**config.mk**
```make
export PLATFORM = sky130hd
export DESIGN_NAME = traffic_phase_scheduler
export DESIGN_NICKNAME = d
export VERILOG_FILES = /design/src/rtl/traffic_phase_scheduler_pkg.sv /design/src/rtl/traffic_phase_scheduler_phase_timer.sv /design/src/rtl/traffic_phase_scheduler.sv
export SDC_FILE = /design/constraint.sdc
export NUM_CORES = 1
export LEC_CHECK = 0
export ABC_CLOCK_PERIOD_IN_PS = 4019
export BUFFER_PORTS_ARGS = -buffer_cell sky130_fd_sc_hd__buf_4
export CAP_MARGIN = 20
export CORE_MARGIN = 2
export CORE_UTILIZATION = 55
export DETAILED_ROUTE_END_ITERATION = 7
export GPL_TIMING_DRIVEN = 0
export PLACE_DENSITY = 0.78
export SYNTH_ARGS = -nofsm -noshare
export SYNTH_HDL_FRONTEND = slang
export SYNTH_SLANG_ARGS = --single-unit
```
**constraint.sdc**
```tcl
create_clock -name clk -period 4.02 [get_ports clk]
set_input_delay 0.201 -clock clk [delete_from_list [all_inputs] [get_ports clk]]
set_output_delay 0.201 -clock clk [all_outputs]
set_load 0.01 [all_outputs]
```
**src/rtl/traffic_phase_scheduler_pkg.sv**
```systemverilog
// Shared definitions for the two-approach intersection controller:
// phase codes, light one-hot constants and light-decode helpers.
// The light encodings match the single traffic light block.
package traffic_phase_scheduler_pkg;

    typedef enum logic [2:0] {
        PH_IDLE  = 3'd0,
        PH_A_GRN = 3'd1,
        PH_A_YEL = 3'd2,
        PH_A_CLR = 3'd3,
        PH_B_GRN = 3'd4,
        PH_B_YEL = 3'd5,
        PH_B_CLR = 3'd6
    } phase_e;

    localparam logic [3:0] CAR_RED  = 4'b0001;
    localparam logic [3:0] CAR_YEL  = 4'b0010;
    localparam logic [3:0] CAR_GRN  = 4'b0100;
    localparam logic [1:0] WALK_OFF = 2'b01;
    localparam logic [1:0] WALK_ON  = 2'b10;

    // Car light for one approach (side_b selects approach B) in a given phase.
    function automatic logic [3:0] car_light(input phase_e ph, input logic side_b);
        logic [3:0] light;
        light = CAR_RED;
        case (ph)
            PH_A_GRN: light = side_b ? CAR_RED : CAR_GRN;
            PH_A_YEL: light = side_b ? CAR_RED : CAR_YEL;
            PH_B_GRN: light = side_b ? CAR_GRN : CAR_RED;
            PH_B_YEL: light = side_b ? CAR_YEL : CAR_RED;
            default:  light = CAR_RED;
        endcase
        return light;
    endfunction

    // Walker light from the walk-active flag.
    function automatic logic [1:0] walk_light(input logic walk);
        return walk ? WALK_ON : WALK_OFF;
    endfunction

endpackage

```
**src/rtl/traffic_phase_scheduler_phase_timer.sv**
```systemverilog
// Phase timer: CNT_W-bit tick counter with clear, saturation and compare flags.
// Clear has priority over counting. Flags describe the count as it will stand
// after the current tick, because every phase decision is taken on a tick; this
// makes a phase of length N last exactly N ticks.
module traffic_phase_scheduler_phase_timer #(
    parameter int CNT_W = 6,
    parameter int MIN_T = 8,
    parameter int MAX_T = 20
) (
    input  logic             clk,
    input  logic             reset,
    input  logic             clr_i,
    input  logic             tick_i,
    input  logic [CNT_W-1:0] limit_i,
    output logic             ge_min_o,
    output logic             ge_max_o,
    output logic             done_o
);

    logic [CNT_W-1:0] cnt_q;
    logic [CNT_W-1:0] cnt_d;
    logic [CNT_W-1:0] cnt_inc_s;

    // Saturating increment, next count and compare flags.
    always_comb begin
        cnt_inc_s = cnt_q;
        if (cnt_q != {CNT_W{1'b1}}) begin
            cnt_inc_s = cnt_q + {{(CNT_W-1){1'b0}}, 1'b1};
        end else begin
            cnt_inc_s = cnt_q;
        end

        cnt_d = cnt_q;
        if (clr_i) begin
            cnt_d = {CNT_W{1'b0}};
        end else if (tick_i) begin
            cnt_d = cnt_inc_s;
        end else begin
            cnt_d = cnt_q;
        end

        ge_min_o = (cnt_inc_s >= CNT_W'(MIN_T));
        ge_max_o = (cnt_inc_s >= CNT_W'(MAX_T));
        done_o   = (cnt_inc_s >= limit_i);
    end

    // Counter register.
    always_ff @(posedge clk) begin
        if (reset) begin
            cnt_q <= {CNT_W{1'b0}};
        end else begin
            cnt_q <= cnt_d;
        end
    end

endmodule

```
**src/rtl/traffic_phase_scheduler.sv**
```systemverilog
// Two-approach intersection controller (A/B share one conflict zone).
// Moore machine: green -> yellow -> all-red clearance -> other green, with
// min/max green, demand arbitration and latched pedestrian walk requests.
// All outputs are registered copies of the decoded next state.
// Optional feature: define TRAFFIC_PREEMPT_EN to add the i_preempt_a
// emergency input that forces and holds approach A green.
module traffic_phase_scheduler
    import traffic_phase_scheduler_pkg::*;
#(
    parameter int MIN_GREEN = 8,
    parameter int MAX_GREEN = 20,
    parameter int YELLOW_T  = 3,
    parameter int ALLRED_T  = 2,
    parameter int WALK_T    = 6,
    parameter int CNT_W     = 6
) (
    input  logic       clk,
    input  logic       reset,
    input  logic       i_tick,
    input  logic       i_start,
    input  logic       i_car_req_a,
    input  logic       i_car_req_b,
    input  logic       i_ped_req_a,
    input  logic       i_ped_req_b,
`ifdef TRAFFIC_PREEMPT_EN
    input  logic       i_preempt_a,
`endif
    output logic [3:0] o_car_a,
    output logic [3:0] o_car_b,
    output logic [1:0] o_walk_a,
    output logic [1:0] o_walk_b,
    output logic [2:0] o_phase,
    output logic       o_busy
);

    phase_e     state_q, state_d;
    logic       ped_a_q, ped_a_d;
    logic       ped_b_q, ped_b_d;
    logic       walk_a_q, walk_a_d;
    logic       walk_b_q, walk_b_d;
    logic [3:0] car_a_q, car_a_d;
    logic [3:0] car_b_q, car_b_d;
    logic [1:0] wlt_a_q, wlt_a_d;
    logic [1:0] wlt_b_q, wlt_b_d;
    logic       busy_q, busy_d;

    logic             preempt_s;
    logic             ge_min_s, ge_max_s, done_s;
    logic [CNT_W-1:0] limit_s;
    logic             timer_clr_s;
    logic             dem_a_s, dem_b_s;
    logic             grant_a_s, grant_b_s;

`ifdef TRAFFIC_PREEMPT_EN
    assign preempt_s = i_preempt_a;
`else
    assign preempt_s = 1'b0;
`endif

    assign dem_a_s     = i_car_req_a | ped_a_q;
    assign dem_b_s     = i_car_req_b | ped_b_q;
    assign timer_clr_s = (state_d != state_q);

    // Per-phase limit for the timer done flag (walk length while green).
    always_comb begin
        limit_s = {CNT_W{1'b0}};
        case (state_q)
            PH_A_GRN, PH_B_GRN: limit_s = CNT_W'(WALK_T);
            PH_A_YEL, PH_B_YEL: limit_s = CNT_W'(YELLOW_T);
            PH_A_CLR, PH_B_CLR: limit_s = CNT_W'(ALLRED_T);
            default:            limit_s = {CNT_W{1'b0}};
        endcase
    end

    traffic_phase_scheduler_phase_timer #(
        .CNT_W (CNT_W),
        .MIN_T (MIN_GREEN),
        .MAX_T (MAX_GREEN)
    ) u_timer (
        .clk      (clk),
        .reset    (reset),
        .clr_i    (timer_clr_s),
        .tick_i   (i_tick),
        .limit_i  (limit_s),
        .ge_min_o (ge_min_s),
        .ge_max_o (ge_max_s),
        .done_o   (done_s)
    );

    // Next-state logic: phase sequencing and demand arbitration.
    always_comb begin
        state_d = state_q;
        case (state_q)
            PH_IDLE: begin
                if (i_tick && i_start) state_d = PH_A_GRN;
                else                   state_d = PH_IDLE;
            end
            PH_A_GRN: begin
                if (!i_tick || preempt_s) begin
                    state_d = PH_A_GRN;
                end else if (!i_start) begin
                    state_d = PH_A_YEL;
                end else if (ge_min_s && dem_b_s && (!i_car_req_a || ge_max_s)) begin
                    state_d = PH_A_YEL;
                end else begin
                    state_d = PH_A_GRN;
                end
            end
            PH_A_YEL: begin
                if (i_tick && done_s) state_d = PH_A_CLR;
                else                  state_d = PH_A_YEL;
            end
            PH_A_CLR: begin
                if (i_tick && done_s) state_d = i_start ? PH_B_GRN : PH_IDLE;
                else                  state_d = PH_A_CLR;
            end
            PH_B_GRN: begin
                if (!i_tick) begin
                    state_d = PH_B_GRN;
                end else if (preempt_s || !i_start) begin
                    state_d = PH_B_YEL;
                end else if (ge_min_s && dem_a_s && (!i_car_req_b || ge_max_s)) begin
                    state_d = PH_B_YEL;
                end else begin
                    state_d = PH_B_GRN;
                end
            end
            PH_B_YEL: begin
                if (i_tick && done_s) state_d = PH_B_CLR;
                else                  state_d = PH_B_YEL;
            end
            PH_B_CLR: begin
                if (i_tick && done_s) state_d = (i_start || preempt_s) ? PH_A_GRN : PH_IDLE;
                else                  state_d = PH_B_CLR;
            end
            default: state_d = PH_IDLE;
        endcase
    end

    // Ped latches and walk flags; a preempted A green grants no walk and keeps the latch.
    always_comb begin
        grant_a_s = (state_d == PH_A_GRN) && (state_q != PH_A_GRN) && !preempt_s;
        grant_b_s = (state_d == PH_B_GRN) && (state_q != PH_B_GRN);

        ped_a_d = i_ped_req_a | (ped_a_q & ~grant_a_s);
        ped_b_d = i_ped_req_b | (ped_b_q & ~grant_b_s);

        walk_a_d = walk_a_q;
        if (state_d != PH_A_GRN) begin
            walk_a_d = 1'b0;
        end else if (grant_a_s) begin
            walk_a_d = ped_a_q;
        end else if (i_tick && done_s) begin
            walk_a_d = 1'b0;
        end else begin
            walk_a_d = walk_a_q;
        end

        walk_b_d = walk_b_q;
        if (state_d != PH_B_GRN) begin
            walk_b_d = 1'b0;
        end else if (grant_b_s) begin
            walk_b_d = ped_b_q;
        end else if (i_tick && done_s) begin
            walk_b_d = 1'b0;
        end else begin
            walk_b_d = walk_b_q;
        end
    end

    // Output decode from the next state so the light registers track the state register.
    always_comb begin
        car_a_d = car_light(state_d, 1'b0);
        car_b_d = car_light(state_d, 1'b1);
        wlt_a_d = walk_light(walk_a_d);
        wlt_b_d = walk_light(walk_b_d);
        busy_d  = (state_d != PH_IDLE);
    end

    // State, latch and output registers.
    always_ff @(posedge clk) begin
        if (reset) begin
            state_q  <= PH_IDLE;
            ped_a_q  <= 1'b0;
            ped_b_q  <= 1'b0;
            walk_a_q <= 1'b0;
            walk_b_q <= 1'b0;
            car_a_q  <= CAR_RED;
            car_b_q  <= CAR_RED;
            wlt_a_q  <= WALK_OFF;
            wlt_b_q  <= WALK_OFF;
            busy_q   <= 1'b0;
        end else begin
            state_q  <= state_d;
            ped_a_q  <= ped_a_d;
            ped_b_q  <= ped_b_d;
            walk_a_q <= walk_a_d;
            walk_b_q <= walk_b_d;
            car_a_q  <= car_a_d;
            car_b_q  <= car_b_d;
            wlt_a_q  <= wlt_a_d;
            wlt_b_q  <= wlt_b_d;
            busy_q   <= busy_d;
        end
    end

    assign o_car_a  = car_a_q;
    assign o_car_b  = car_b_q;
    assign o_walk_a = wlt_a_q;
    assign o_walk_b = wlt_b_q;
    assign o_phase  = state_q;
    assign o_busy   = busy_q;

endmodule

```
# [Yosys cells after proc, flatten, opt, wreduce, memory -nomap -nowiden]
# Index checks and enable logic that the tools add are counted.
[totals] regBits=26 latchBits=0 ram_bits=0 mem_bits_ro=0 in_bits=8 output_inout_bits=16 memories=0
[classes] addsub=1 multipliers=0 div=0 magnitude_cmp=3 n_eq_ne=16 shift=0 n_mux=26 bitwise_logic=8 n_reduce_logical=18
[op_table] operator="case mux 3 bit (7 select lines)" n=1
[op_table] operator="equality test 3 bit, second input constant" n=5
[op_table] operator="2-to-1 mux 1 bit" n=12
[op_table] operator="2-to-1 mux 2 bit" n=6
[op_table] operator="case mux 3 bit (2 select lines)" n=2
[op_table] operator="equality test 3 x 2 -> 1 bit, second input constant" n=3
[op_table] operator="2-to-1 mux 3 bit" n=3
[op_table] operator="case mux 3 bit (3 select lines)" n=1
[op_table] operator="logical AND 1 bit" n=8
[op_table] operator="OR reduction 2 bit" n=4
[op_table] operator="adder 6 x 1 -> 6 bit, second input constant" n=1
[op_table] operator="equality test 3 x 1 -> 1 bit, second input constant" n=2
[op_table] operator=">= comparator 6 x 3 -> 1 bit" n=1
[op_table] operator=">= comparator 6 x 4 -> 1 bit, second input constant" n=1
[op_table] operator=">= comparator 6 x 5 -> 1 bit, second input constant" n=1
[op_table] operator="2-to-1 mux 6 bit" n=1
[op_table] operator="!= test 3 x 1 -> 1 bit, second input constant" n=2
[op_table] operator="!= test 3 bit, second input constant" n=2
[op_table] operator="!= test 6 bit, second input constant" n=1
[op_table] operator="OR 1 bit" n=4
[op_table] operator="logical NOT 3 bit" n=1
[op_table] operator="!= test 3 bit" n=1
[op_table] operator="nonzero test 3 bit" n=1
[op_table] operator="AND 1 bit" n=2
[op_table] operator="3 further kinds" n=6

# [Logic depth before layout (Yosys ltp)]
[depth] depth_word=14 depth_mapped=12 ltp_nobuf=12

# [Modules after synthesis]
# Synthesis repeated with hierarchy kept, for this count alone.
[unflattened] cells_unflattened=170 area_unflattened_um2=1458.9
[by_module_without_submodules] module="traffic_phase_scheduler" n_inst=1 cells_each=92 area_per_inst_um2=853.3 seq_area_each_um2=320.3
[by_module_without_submodules] module="traffic_phase_scheduler_phase_timer" n_inst=1 cells_each=78 area_per_inst_um2=605.6 seq_area_each_um2=120.1

# [Worst setup path before layout]
# No wires, ideal clock.
[synth_timing] path_kind="register to register" start="reg u_timer.cnt_q[0]" end="reg wlt_b_q[0] (netlist: o_walk_b[0])" setup_ns=0.135 t_arrival_ns=3.217 path_slack_ns=0.668 stages_incl_launch_ff=12 synth_period_minus_slack_ns=3.352 path_cell_list="dfxtp_1 -> ha_1 -> nand2_1 -> nor2_1 -> and3_1 -> mux2_2 -> ha_1 -> nand2_1 -> o21ai_0 -> o32ai_1 -> or3_4 -> or4_4"
[synth_via] elab_chain_len=14 elab_cells_between_ends=31 classes_between="add/sub: 1; order compare: 3; eq/ne: 3; mux: 16; reduce/logical: 8"
[synth_rtl] element="start, declared" line_no="traffic_phase_scheduler_phase_timer.sv:20" rtl="logic [CNT_W-1:0] cnt_q;"
[synth_rtl] element="start signal, assigned" line_no="traffic_phase_scheduler_phase_timer.sv:50" rtl="cnt_q <= {CNT_W{1'b0}};"
[synth_rtl] element="start signal, assigned" line_no="traffic_phase_scheduler_phase_timer.sv:52" rtl="cnt_q <= cnt_d;"
[synth_rtl] element="adder 6 x 1 -> 6 bit / != test 6 bit (equally long branches)" line_no="traffic_phase_scheduler_phase_timer.sv:28, traffic_phase_scheduler_phase_timer.sv:27"
[synth_rtl] element="2-to-1 mux 6 bit *" line_no="traffic_phase_scheduler_phase_timer.sv:27" rtl="if (cnt_q != {CNT_W{1'b1}}) begin"
[synth_rtl] element="net u_timer.cnt_inc_s[1]" line_no="traffic_phase_scheduler_phase_timer.sv:22" rtl="logic [CNT_W-1:0] cnt_inc_s;"
[synth_rtl] element=">= comparator 6 x 4 -> 1 bit / >= comparator 6 x 5 -> 1 bit (equally long branches)" line_no="traffic_phase_scheduler_phase_timer.sv:42, traffic_phase_scheduler_phase_timer.sv:43"
[synth_rtl] element="logical AND 1 bit, or another cell as far along" line_no="traffic_phase_scheduler.sv:122" rtl="end else if (ge_min_s && dem_a_s && (!i_car_req_b || ge_max_s)) begin"
[synth_rtl] element="logical AND 1 bit, on equally long branches" line_no="traffic_phase_scheduler.sv:122, traffic_phase_scheduler.sv:103"
[synth_rtl] element="2-to-1 mux 1 bit / 2-to-1 mux 2 bit (equally long branches)" line_no="traffic_phase_scheduler.sv:122, traffic_phase_scheduler.sv:103"
[synth_rtl] element="2-to-1 mux 1 bit / 2-to-1 mux 2 bit (equally long branches)" line_no="traffic_phase_scheduler.sv:120, traffic_phase_scheduler.sv:101"
[synth_rtl] element="2-to-1 mux 1 bit / 2-to-1 mux 2 bit (equally long branches)" line_no="traffic_phase_scheduler.sv:118, traffic_phase_scheduler.sv:99"
[synth_rtl] element="case mux 3 bit (7 select lines)" line_no="traffic_phase_scheduler.sv:93" rtl="case (state_q)"
[synth_rtl] element="equality test 3 bit" line_no="traffic_phase_scheduler.sv:143" rtl="grant_b_s = (state_d == PH_B_GRN) && (state_q != PH_B_GRN);"
[synth_rtl] element="logical AND 1 bit" line_no="traffic_phase_scheduler.sv:143"
[synth_rtl] element="2-to-1 mux 1 bit" line_no="traffic_phase_scheduler.sv:162" rtl="end else if (grant_b_s) begin"
[synth_rtl] element="2-to-1 mux 1 bit *" line_no="traffic_phase_scheduler.sv:160" rtl="if (state_d != PH_B_GRN) begin"
[synth_rtl] element="2-to-1 mux 2 bit *" line_no="traffic_phase_scheduler_pkg.sv:38" rtl="return walk ? WALK_ON : WALK_OFF;"
[synth_rtl] element="end signal, assigned" line_no="traffic_phase_scheduler.sv:202" rtl="wlt_b_q <= wlt_b_d;"
[synth_rtl] element="end, declared" line_no="traffic_phase_scheduler.sv:44" rtl="logic [1:0] wlt_b_q, wlt_b_d;"
# Mark *: on every way through the listed nets, which the timed path passes. The rest lies on a longest branch.
# A chain may end at the register's enable or synchronous reset.

# [Worst setup path after layout]
# Ends and elaborated chain as after synthesis.

==> impl_summary.txt <==
----------------------------------------------------
[Worst setup path]
  Critical path class ... reg -> reg
  Required time worst endpoint ... 4.21 ns
  Stage delay of the slowest cell on the critical path ... 0.51 ns
  Worst-path cell chain ... ha_1, nand2_1, nor2_1, and3_1, mux2_2, ha_1, nand2_1, o21ai_1, o32ai_1, or3_4, or4_4
  CP Data Arrival Time ... 3.99 ns
  Buffers plus inverters on the worst setup path ... 0
  Cell at the slowest stage of the critical path ... sky130_fd_sc_hd__or4_4
  Cell count of the worst reg-to-reg path ... 11
  Dominant delay contributor by cell family on the critical path ... simple AND/OR/NAND/NOR gates
  Number of gates on the worst path with buffers counted ... 11
  Endpoint kind of the worst setup timing path ... flip-flop
  Largest fanout on the critical path ... 7
  Startpoint kind of the worst setup timing path ... flip-flop

[Power and ir drop]
  Logic gate share of total power ... between 20% and 30%
  Sequential share of power ... 44.8%
  P_sw ... 148 uW
  Leakage ... about 0.69 nW
  Design internal power ... 381 uW
  Clk network pwr share ... 31.9%
  Pwr/cell area ... 320 nW/um^2
  Worst supply voltage drop on vdd ... ~350 uV
  Switching power as a share of total power ... 28.1%

[Place]
  Post-placement cell count ... 220
  Worst-case setup slack after placement ... 0.130 ns
  Gpl congestion ... a little under 0.9
  Final HPWL DP ... 2590 um
  IO buf count ... 20

[Logic synthesis]
  Cell area after synthesis ... 1410 um^2
  Portion of synthesized cell area occupied by the leading cell type ... about 31%
  Number of synthesized register bits ... 22
  Cells after synthesis ... approximately 170
  Post-Synthesis Mean Instance Area ... between 8 and 9 um^2
  Fraction of registers with async set/reset ... 0%
  Count of distinct cell types in the synthesized netlist ... 56
  Fraction of the yosys area taken by sequential cells ... 31.2%
  Dominant cells by area after synthesis ... sky130_fd_sc_hd__dfxtp_1 (31%), sky130_fd_sc_hd__nand2_1 (3.7%), sky130_fd_sc_hd__nor2_1 (3.7%)
  Cell type contributing the most total cell area after synthesis ... sky130_fd_sc_hd__dfxtp_1
  Ys Warns ... 0
  Most instantiated library cell after synthesis ... sky130_fd_sc_hd__dfxtp_1
  Post-synth EDFFs ... 0
  Leading register cell type out of synthesis ... sky130_fd_sc_hd__dfxtp_1
  Commonest cells in the synthesized netlist ... sky130_fd_sc_hd__dfxtp_1 (22), sky130_fd_sc_hd__nand2_1 (14), sky130_fd_sc_hd__nor2_1 (14)

[STA]
  Slew of the pin with the lowest slew margin ... 0.659 ns
  Layout Skew ... roughly 0.0045 ns
  Post-route setup slack ... roughly 0.22 ns
  Crit path time final ... 3.80 ns
  Hold violation total from the final report ... 0
  Tightest slew margin relative to the limit ... 55.4%
  Max Clk Rate ... 263 MHz
  Final cycle utilization of the critical path ... between 90% and 100%
  Final setup fails ... 0
  Setup TNS after final layout ... 0 ns
  Unrepaired setup endpoints after global routing ... no
  Slew Limit Fails ... 0

[Clock tree]
  H-tree depth ... 1
  Longest Clk Path Bufs ... 2
  Cts-stage hold buffer count ... 0
  Clock Pin Slew Worst Setup and Hold Paths ... 0.13 ns
  Post-CTS repair timing setup buffer count ... 0
  Clock latency reported for the late side of the worst-skew pair ... 0.30 ns
  Number of buffers created by CTS ... 3
  Clock tree from TritonCTS ... built
  Total number of clock tree sinks ... 22
  Root buffer selected by CTS ... sky130_fd_sc_hd__clkbuf_4

[Final layout]
  Area of the multi-input gates ... 886 um^2
  Layout fillers ... 207
  Area Overhead vs Synth ... 17.3%
  Share of layout cells above drive strength 1 ... 24.2%
  Sequential Area ... 440 um^2
  Final layout net count ... slightly above 200
  Number of cells in the finished layout apart from fillers ... between 200 and 250
  Number of diodes ... 0

[Floorplan]
  Initial Utilization ... between 50 and 60%
  Number of rows created at floorplan ... 18
  Height of the die ... approximately 55 um
  Total die area ... 2990 um^2
  Area of the core ... 2450 um^2
  Boundary pin count ... 24
  Die width ... 54.7 um

[Global route]
  Antenna violations before repair ... 0
  Aggregate global routing overflow ... 0
  Total Routing Usage GR ... 26.2%
  First-pass GRT wire length ... between 5000 and 6000 um
  Vias in the first global route ... ~1200
  Largest net degree at the start of global routing ... 14

[Hold path]
  Min-delay worst type ... in -> reg
  Number of stages on the worst hold path ... 3

[Routing]
  Initial DRC Count ... 27
  DR pass1 iterations ... 4
  Overall routed net length ... approximately 3500 um
  Average wire per cell in the routed design ... 15.6 um
  Routed via count divided by cell count ... ~6
  Remaining routing DRC violations ... 0
  Number of nets with antenna violations after routing ... 0
  Detailed-route via count ... 1351

[Outcome]
  Run status ... completed

[Run]
  Max_cap viols ... 0

----------------------------------------------------
## final timing paths
kind                                  from                endpoint  slack [ns]
max reg2reg  u_timer.cnt_q[0]$_SDFFE_PP0P_  o_walk_b[0]$_SDFF_PP1_        0.22
max          u_timer.cnt_q[0]$_SDFFE_PP0P_  o_walk_b[0]$_SDFF_PP1_        0.22
min                            i_ped_req_b      ped_b_q$_SDFF_PP0_         0.1
min reg2reg             ped_b_q$_SDFF_PP0_      ped_b_q$_SDFF_PP0_        0.56
## cells by family after synthesis
| kind of cell | after synthesis | synth area share [%] |
|---|---|---|
| simple gates | 67 | 26.7 |
| other cells | 1 | 0.266 |
| xor+xnor | 2 | 1.24 |
| flops | 22 | 31.2 |
| compound gates | 50 | 26.1 |
| mux | 6 | 4.70 |
| fa+ha+maj | 4 | 3.55 |
| buf+inv | 17 | 6.29 |
## placed cells by master, fill, tap and decap left out, types with 3 or more instances in the layout
| cell type | count |
|---|---|
| sky130_fd_sc_hd__buf_4 | 24 |
| sky130_fd_sc_hd__dfxtp_1 | 22 |
| sky130_fd_sc_hd__nand2_1 | 14 |
| sky130_fd_sc_hd__nor2_1 | 14 |
| sky130_fd_sc_hd__a21oi_1 | 8 |
| sky130_fd_sc_hd__o21ai_0 | 7 |
| sky130_fd_sc_hd__clkbuf_1 | 6 |
| sky130_fd_sc_hd__nor3_1 | 6 |
| sky130_fd_sc_hd__a31oi_1 | 5 |
| sky130_fd_sc_hd__nand2b_1 | 5 |
| sky130_fd_sc_hd__nor2b_1 | 5 |
| sky130_fd_sc_hd__inv_1 | 4 |
| sky130_fd_sc_hd__and2_1 | 4 |
| sky130_fd_sc_hd__nand3_1 | 4 |
| sky130_fd_sc_hd__ha_1 | 4 |
| sky130_fd_sc_hd__and3_1 | 3 |
| sky130_fd_sc_hd__mux2i_1 | 3 |
| sky130_fd_sc_hd__clkbuf_4 | 3 |
## repair_timing
item                       4_1_cts  5_1_grt
hold endpoints to repair         0        0
gates resized for setup          0        1
setup endpoints to repair        0        7
## metrics by stage
stage / total power [mW] / instance area (um^2) / hold WS [ns] / util (%)
after floorplan: 0.323 / 1420 / 0.318 / -
after global placement: 0.359 / 1600 / 0.407 / 65.3
after detailed placement: 0.361 / 1600 / 0.420 / 65.3
after CTS: 0.532 / 1660 / 0.0918 / 67.4
after global routing: 0.559 / 1660 / 0.0945 / 67.4
final: 0.529 / 1660 / 0.0983 / 67.4
## power by group through the flow
stage | Sequential [mW] | Combinational [mW] | Clock, mW
5_1_grt | 0.238 | 0.137 | 0.183
6_report | 0.237 | 0.123 | 0.169
2_1_floorplan | 0.243 | 0.0791 | 0
3_3_place_gp | 0.241 | 0.118 | 0
3_5_place_dp | 0.242 | 0.119 | 0
4_1_cts | 0.237 | 0.121 | 0.174
## final cells by class
type                            instances  area share [%]
Clock inverter                          1            1.81
Timing Repair Buffer                   20            9.07
Sequential cell                        22            26.6
Multi-Input combinational cell        131            53.5
Clock buffer                            3            1.36
Inverter                                4           0.907
Buffer                                 13            4.46
Tap cell                               30            2.27
## state kept, by name (all words and copies together), names as in the netlist
name           cells
u_timer.cnt_q      6
o_car_a            3
o_car_b            3
o_phase            3
o_busy             1
o_walk_a           1
o_walk_b           1
ped_a_q            1
ped_b_q            1
walk_a_q           1
walk_b_q           1
## routing by layer
metal	share of wire [%]	wire length, um	GRT usage, %	vias up
met3	4.2	148	4.64	2
met5	0	0	0	-
met4	0.83	29	6.67	0
li1	-	-	-	670
met1	48	1670	36.7	645
met2	47	1650	41.1	34
## tightest hold or removal path: stages
cell and delay (ns):
sky130_fd_sc_hd__buf_4 0.08, sky130_fd_sc_hd__a21oi_1 0.03, sky130_fd_sc_hd__nor2_1 0.07
Note: power is estimated with default switching activity, not from simulation.
